[config.mk]
export PLATFORM = sky130hd
export DESIGN_NAME = channel_decimator
export DESIGN_NICKNAME = d
export VERILOG_FILES = /design/src/rtl/channel_decimator.sv
export SDC_FILE = /design/constraint.sdc
export NUM_CORES = 2
export LEC_CHECK = 0
export CAP_MARGIN = 40
export CORE_MARGIN = 2
export CORE_UTILIZATION = 50
export DETAILED_ROUTE_END_ITERATION = 8
export PLACE_DENSITY = 0.65
export SLEW_MARGIN = 20
export SYNTH_ARGS = -nofsm -noshare
export SYNTH_HDL_FRONTEND = slang
export SYNTH_SLANG_ARGS = --single-unit
[constraint.sdc]
create_clock -name clk -period 11.7 [get_ports clk]
set_input_delay 1.755 -clock clk [delete_from_list [all_inputs] [get_ports clk]]
set_output_delay 1.755 -clock clk [all_outputs]
set_load 0.01 [all_outputs]
[src/rtl/channel_decimator.sv]
// channel_decimator: averages DECIM interleaved frames per channel and writes one frame to the channel buffer
module channel_decimator #(
  parameter int CHANNELS = 128,
  parameter int DECIM    = 4,
  parameter int HOLDOFF  = CHANNELS + 2
) (
  input  logic        clk,
  input  logic        rst,
  input  logic        s_valid,
  output logic        s_ready,
  input  logic        s_first,
  input  logic [15:0] s_data,
  output logic        en,
  output logic [15:0] data_out,
  output logic        frame_done,
  output logic        sync_err
);
  function automatic int clogb2(input int v);
    int r;
    r = 0;
    while (v > 0) begin
      r++;
      v = v >> 1;
    end
    return r;
  endfunction

  localparam int SH    = clogb2(DECIM - 1);
  localparam int ACC_W = 16 + SH;
  localparam int CW    = clogb2(CHANNELS - 1);
  localparam int CWI   = (CW > 0) ? CW : 1;
  localparam int FWI   = (SH > 0) ? SH : 1;
  localparam int HW    = clogb2(HOLDOFF);
  localparam int HWI   = (HW > 0) ? HW : 1;
  localparam int RND   = (1 << SH) >> 1;

  typedef enum logic [1:0] {ACCUM, EMIT, HOLD} state_t;
  // With DECIM=1 every frame is emitted directly, so the idle state is EMIT
  localparam state_t ST0 = (DECIM == 1) ? EMIT : ACCUM;

  state_t                   r_state, w_state_nxt, w_st;
  logic [CWI-1:0]           r_ch, w_ch;
  logic [FWI-1:0]           r_frm, w_frm;
  logic [HWI-1:0]           r_hold;
  logic                     r_live;
  logic signed [ACC_W-1:0]  r_acc [CHANNELS];
  logic signed [ACC_W-1:0]  w_ext, w_base, w_sum;
  logic signed [31:0]       w_q;
  logic [15:0]              w_out;
  logic                     w_acc, w_resync, w_ch_last, w_frm_last, w_emit;

  assign s_ready    = r_live && (r_state != HOLD);
  assign w_acc      = s_valid && s_ready;
  // A frame marker away from channel 0 restarts the frame with this sample as ch0/frm0
  assign w_resync   = s_first && (r_ch != '0);
  assign w_st       = w_resync ? ST0 : r_state;
  assign w_ch       = w_resync ? '0 : r_ch;
  assign w_frm      = w_resync ? '0 : r_frm;
  assign w_ch_last  = w_ch == CWI'(CHANNELS - 1);
  assign w_frm_last = w_frm == FWI'(DECIM - 1);
  assign w_emit     = w_acc && (w_st == EMIT);
  // Frame 0 ignores whatever the accumulator held, so it never needs clearing
  assign w_ext      = ACC_W'($signed(s_data));
  assign w_base     = (w_frm == '0) ? '0 : r_acc[w_ch];
  assign w_sum      = w_base + w_ext;
  assign w_q        = (32'(w_sum) + RND) >>> SH;
  assign w_out      = (w_q > 32767) ? 16'h7fff : (w_q < -32768) ? 16'h8000 : w_q[15:0];

  // State register
  always_ff @(posedge clk or posedge rst)
    if (rst) r_state <= ST0;
    else     r_state <= w_state_nxt;

  // Next state: HOLD times out to idle; accepted samples advance ACCUM->EMIT->HOLD
  always_comb begin
    w_state_nxt = r_state;
    if (r_state == HOLD) w_state_nxt = (r_hold == '0) ? ST0 : HOLD;
    else if (w_acc)
      w_state_nxt = (w_st == EMIT && w_ch_last) ? HOLD :
                    (w_ch_last && w_frm == FWI'(DECIM - 2)) ? EMIT : w_st;
  end

  // Channel/frame counters, hold-off timer and post-reset ready delay
  always_ff @(posedge clk or posedge rst)
    if (rst) begin
      r_ch   <= '0;
      r_frm  <= '0;
      r_hold <= '0;
      r_live <= 1'b0;
    end else begin
      r_live <= 1'b1;
      r_hold <= (r_state != HOLD) ? HWI'(HOLDOFF) : r_hold - 1'b1;
      if (w_acc) begin
        r_ch  <= w_ch_last ? '0 : w_ch + 1'b1;
        r_frm <= w_ch_last ? (w_frm_last ? '0 : w_frm + 1'b1) : w_frm;
      end
    end

  // Per-channel running sums for all but the last frame
  always_ff @(posedge clk)
    if (w_acc && w_st == ACCUM) r_acc[w_ch] <= w_sum;

  // Registered write port and status pulses
  always_ff @(posedge clk or posedge rst)
    if (rst) begin
      en         <= 1'b0;
      data_out   <= '0;
      frame_done <= 1'b0;
      sync_err   <= 1'b0;
    end else begin
      en         <= w_emit;
      frame_done <= w_emit && w_ch_last;
      sync_err   <= w_acc && w_resync;
      if (w_emit) data_out <= w_out;
    end
endmodule
Word-level counts from Yosys, hierarchy flattened
Memory sizes are Yosys's and may differ from the RTL's.
Cells that the tools add are included.

storage, ports and cells
  RAM bits = 2,304
  flip-flop bits (word level) = 39
  output and inout port bits = 20
  memories kept = 1
  logic and storage cells = 54
  latch bits = 0
  ROM bits = 0
  bits of input ports = 20

cells by class
  add/subtract/negate cells = 5
  bitwise operators = 0
  magnitude comparators = 2
  reductions and logical operators = 14
  multipliers = 0
  multiplexer cells = 17
  divide/modulo/power cells = 0
  equality and inequality tests = 6
  shifts and indexed selects = 0

memory list
  name   words  width  rd ports  clocked after Yosys merged registers in  wr ports  line  text
  r_acc  128    18     1         0                                        1         46    logic signed [ACC_W-1:0] r_acc [CHANNELS];

operators by type and width
  kind                                                          number
  2-to-1 mux 16 bit                                             2
  adder 18 x 3 -> 19 bit, second input constant                 1
  adder 18 x 16 -> 18 bit                                       1
  2-to-1 mux 18 bit                                             1
  2-to-1 mux 2 bit                                              9
  > comparator 17 x 16 -> 1 bit, second input constant          1
  less-than comparator 17 x 16 -> 1 bit, second input constant  1
  2-to-1 mux 7 bit                                              2
  logical AND 1 bit                                             9
  zero test 8 bit                                               1
  2-to-1 mux 8 bit                                              1
  subtractor 8 x 1 -> 8 bit, second input constant              1
  adder 7 x 1 -> 7 bit, second input constant                   1
  == test 7 bit, second input constant                          1
  nonzero test 7 bit                                            1
  == test 2 bit, second input constant                          3
  zero test 2 bit                                               2
  adder 2 x 1 -> 2 bit, second input constant                   1
  == test 2 x 1 -> 1 bit, second input constant                 1
  2-to-1 mux 1 bit                                              2
  inequality test 2 bit, second input constant                  1
  nonzero test 2 bit                                            1

Logic depth before layout (Yosys ltp)
  word-level depth = 10
  gate-level depth with buffers = 28
  mapped depth without buffers = 24

Least setup slack after synthesis
Ideal clock, no wire load.

  path type = input to register
  from = in s_first
  to = reg data_out[7]
  stages = 23
  slack = 0.941 ns
  data arrival time = 10.669 ns
  path buffers = 6
  path through = buf_2 > buf_6 > a21oi_1 > buf_2 > buf_2 > buf_2 > buf_1 > o221ai_1 > o31ai_1 > a31oi_1 > nor3_1 > ha_1 > inv_1 > fa_1 > nor2b_1 > o21a_1 > nor2_1 > xnor2_1 > nand3_1 > nor3_1 > nand2_1 > xor2_1 > a31oi_2

on the way
  longest elaborated chain between the ends = 9
  elaborated cells between the ends (all ways) = 15
  those cells by class = add/sub: 2; order compare: 2; eq/ne: 1; mux: 6; reduce/logical: 3; memory: 1

ends and longest elaborated chain
  what                                                           line    text
  start: declaration                                             11      input logic s_first,
  logical AND 1 bit (*)                                          55      assign w_resync = s_first && (r_ch != '0);
  2-to-1 mux 7 bit or 2-to-1 mux 2 bit (tied branches)           57, 58
  memory read (128 x 18 bit) or zero test 2 bit (tied branches)  -
  2-to-1 mux 18 bit (*)                                          64      assign w_base = (w_frm == '0) ? '0 : r_acc[w_ch];
  adder 18 x 16 -> 18 bit (*)                                    65      assign w_sum = w_base + w_ext;
  named net w_sum[4]                                             47      logic signed [ACC_W-1:0] w_ext, w_base, w_sum;
  adder 18 x 3 -> 19 bit (*)                                     66      assign w_q = (32'(w_sum) + RND) >>> SH;
  less-than comparator 17 x 16 -> 1 bit                          67      assign w_out = (w_q > 32767) ? 16'h7fff : (w_q < -32768) ? 16'h8000 : w_q[15:0];
  2-to-1 mux 16 bit                                              67
  2-to-1 mux 16 bit (*)                                          67
  end signal: assignment                                         114     if (w_emit) data_out <= w_out;
  end: declaration                                               14      output logic [15:0] data_out,

The timed path passes the listed nets; every way through them passes the cells marked *.
A chain may end at the register's enable or synchronous reset.

Worst setup path after layout
  from = in s_first
  to = mem r_acc[50][12] (netlist bit), data pin

on the way
  longest elaborated chain between the ends = 5
  elaborated cells between the ends (all ways) = 7
  those cells by class = add/sub: 1; mux: 3; reduce/logical: 2; memory: 1

ends and longest elaborated chain
  what                                                           line
  logical AND 1 bit (*)                                          55
  2-to-1 mux 7 bit or 2-to-1 mux 2 bit (tied branches)           57, 58
  memory read (128 x 18 bit) or zero test 2 bit (tied branches)  -
  2-to-1 mux 18 bit (*)                                          64
  adder 18 x 16 -> 18 bit (*)                                    65
  named net w_sum[12]                                            47
  end: declaration                                               46

Marks and branches as above.

==> out/qor.csv <==
stage;metric;value;unit
run;Max-Cap Viols;0;
synthesis;netlist area before placement;0.0892;mm²
timing;Slew HR;0.330;
global_routing;grt met2 use;0.453;
run_status;status;finished, violations left;
pwr;Psw;4.08;mW
global_routing;initial antenna violation count;6;
synthesis;Post-synth EDFFs;2304;
global_routing;GRT Resource Usage Total;0.302;
clocking;CTS tree;built;
pwr;P_int;13.5;mW
worst_setup_path;reg2reg end;data_out[14];
timing;Max Clk Rate;110;MHz
global_routing;pin count of the biggest net entering global routing;132;
floorplanning;Die Y;426;µm
clocking;clk slew on worst S/H paths;0.06;ns
global_routing;first-pass GRT wire length;391;mm
clocking;cts repair resizes;0;
clocking;root buf cell;clkbuf_16;
timing;Setup Skew;0.0620;ns
synthesis;Post-Synth Simple-Gate Area;0.0754;
final_layout;commonest cells after routing, fill and taps aside;edfxtp_1 (2,304), nand2_1 (629), nor2_1 (378);
clocking;CTS hold repair buffers;0;
final_layout;Final #Nets;5964;
worst_setup_path;Worst Path Required;12.25;ns
placement;Inst Count DP;8044;
drt;DR DRC count;1;
synthesis;sequential element share of the synthesized area;0.786;
worst_setup_path;worst r2r path cells;22;
final_layout;ratio of cells with drive above 1 in the final layout;0.150;
synthesis;Synth async-reset ratio;0.0166;
pwr;Max VDD drop;161;µV
clocking;Clk Latency, worst-skew pair;0.89;ns
drt;vias per cell;6.60;
synthesis;largest family of logic cells by synthesized area;compound AO/OA/AOI/OAI gates;
placement;DP HPWL;159;mm
worst_setup_path;Worst Setup End Kind;register;
clocking;Clock Sinks;2343;
timing;period utilisation layout;0.776;
timing;Finish-stage setup viols;0;
clocking;cts bufs inserted;221;
timing;Hold Fails Final Rpt;0;
worst_setup_path;Critical R2R Launch;r_ch[2];
floorplanning;Initial Util;0.502;
drt;DR iter-0 viols;9099;
worst_hold_path;worst min-delay path class;reg -> reg;
clocking;Post-CTS Setup Bufs;0;
worst_setup_path;R2R setup slack;3.10;ns
drt;WL final;277;mm
global_routing;grt met1 use;0.428;
drt;Antenna Violating Nets Remaining;0;
synthesis;Adder-Cell Fraction of Synth Area;0.00331;
final_layout;commonest non-fill, non-tap cell in the layout;edfxtp_1;
worst_setup_path;CP Launch Point;s_first;
pwr;Leakage;32.7;nW
clocking;H-tree depth;4;
synthesis;YS warnings;0;
synthesis;Mapped Nets;5745;
pwr;part of the power in registers;0.525;
placement;PortBufs;39;
timing;min Tclk post-route;9.07;ns
floorplanning;Die W;426;µm
placement;pre-CTS setup slack;2.01;ns
synthesis;Main synth FF type;edfxtp_1;
final_layout;Finished Layout Cells;8468;
timing;Final Max Slew Viols;0;
global_routing;grt total ovfl;0;
timing;setup TNS;0;ns
synthesis;Syn Area/Cell;15.6;µm²
floorplanning;full die area;0.182;mm²
run_status;failing checks;design-rule violations;
global_routing;met3 usage;0.0685;
drt;WL/cell;32.7;µm
synthesis;Synth Area in Compound Gates;0.0896;
clocking;Max clock buf depth;3;
floorplanning;row cnt;155;
floorplanning;io pins;40;
pwr;Comb pwr share;0.076;
drt;vias;55900;
worst_hold_path;hold endpoint;r_frm[1];
timing;Final Worst Setup Slack;2.63;ns
worst_hold_path;worst hold stages;1;
synthesis;mux cell area share after synthesis;0.0242;
worst_setup_path;crit path launch type;input pin;
pwr;Net Sw Frac;0.232;
timing;Slew @ Worst Pin;0.997;ns
floorplanning;core area;0.178;mm²
worst_setup_path;crit path max fanout;88;
pwr;PD cells;173;mW/mm²
placement;Final Wtd Congestion;0.939;
final_layout;Fillers;13500;
drt;Initial DRT Pass Iterations;9;
worst_hold_path;min-delay src;r_frm[1];
timing;RSZ-0062 raised after global routing;no;
global_routing;GRT busiest layer;met2;
global_routing;vias in the first global route;52400;
synthesis;number of synthesized register bits;2343;
synthesis;Post-Synthesis Cells;5702;
worst_setup_path;Setup CP Type;in -> reg;
final_layout;Area growth, synth to finish;13.9;%
pwr;clock power share;0.399;
synthesis;XOR/XNOR Fraction of Synth Area;0.00316;
worst_setup_path;Arrival @ worst endpoint;9.63;ns
synthesis;Netlist cell types;86;
area by class of cell:
class                           count  area [µm²]  area share
Timing Repair Buffer              359        3420      0.0336
Clock inverter                    128        1160      0.0114
Multi-Input combinational cell   2975       18000       0.177
Inverter                           21        96.3    0.000948
Sequential cell                  2343       70200       0.690
Tap cell                         2355        2950      0.0290
Clock buffer                      282        5870      0.0577
Antenna cell                        5        12.5    0.000123
layer usage:
layer,vias to the layer above,wire [µm]
li1,22900,-
met1,28400,106000
met2,3926,125000
met3,648,33900
met4,6,12500
met5,-,87
cells by family (layout without fill, tap and decap cells):
family,Yosys count,after routing
other,1,6
AO/OA/AOI/OAI,1161,1161
adder cells (fa/ha/maj),23,23
multiplexers,195,195
AND/OR/NAND/NOR,1565,1565
XOR/XNOR,30,30
buffers and inverters,384,790
flip-flops,2343,2343
worst max-delay path, cell delays in order:
cell and delay [ns]:
clkdlybuf4s50_1 0.43, buf_4 0.25, nand2b_4 0.46, inv_8 0.78, buf_4 0.56, nand2_1 0.10, a31oi_1 0.18, o221ai_1 0.13
nor3_1 0.34, o22ai_1 0.22, o21ai_0 0.51, o21ai_0 0.16, nor3_1 0.48, ha_1 0.42, a21o_1 0.25, a221o_1 0.43
or3b_4 0.43, o211ai_4 0.20, buf_4 0.61, buf_4 0.67
metrics by stage:
stage	total power [mW]	util	hold slack, ns	instance area (µm²)
final	17.6	0.572	0.526	102000
after detailed placement	10.7	0.531	0.502	94500
after global routing	18.0	0.572	0.548	102000
after global placement	10.7	0.529	0.490	94000
after floorplan	10.1	-	0.471	89200
after CTS	17.6	0.571	0.521	102000
cell usage after synthesis, drive strengths merged, types with 12 or more instances:
library cell,number,area [µm²]
a21oi,94,470
a221oi,26,234
a22oi,21,158
a31oi,206,1350
buf,160,763
clkbuf,203,762
dfrtp,39,976
edfxtp,2304,69200
ha,22,275
inv,21,78.8
mux2,114,1280
mux2i,76,761
nand2,633,2380
nand2b,12,75.1
nand3,117,586
nor2,491,1840
nor2b,17,106
nor3,196,992
nor4,24,150
o21ai,128,641
o221ai,245,2150
o22ai,342,2140
o31ai,26,195
xnor2,22,211
flip-flops by register name (all words and copies together), names as in the netlist:
name	count
frame_done	1
en	1
data_out	16
r_state	2
r_hold	8
r_live	1
r_frm	2
r_acc	2304
sync_err	1
r_ch	7
how the worst max path moves through the flow:
stage	end	slack (ns)	depth (start not counted)
after detailed placement	r_acc[43][12]	2.01	20
after CTS	r_acc[50][12]	2.93	20
after global routing	data_out[14]	2.53	25
after global placement	r_acc[113][14]	1.65	20
final	r_acc[50][12]	2.63	20
after floorplan	data_out[7]	0.94	23
power groups by stage:
stage	registers, mW	clock network, mW	logic (mW)
6_report	9.25	7.03	1.34
5_1_grt	9.24	7.39	1.38
3_5_place_dp	9.42	0	1.30
3_3_place_gp	9.42	0	1.27
4_1_cts	9.24	7.06	1.30
2_1_floorplan	9.43	0	0.707
(Power assumes the default switching activity.)
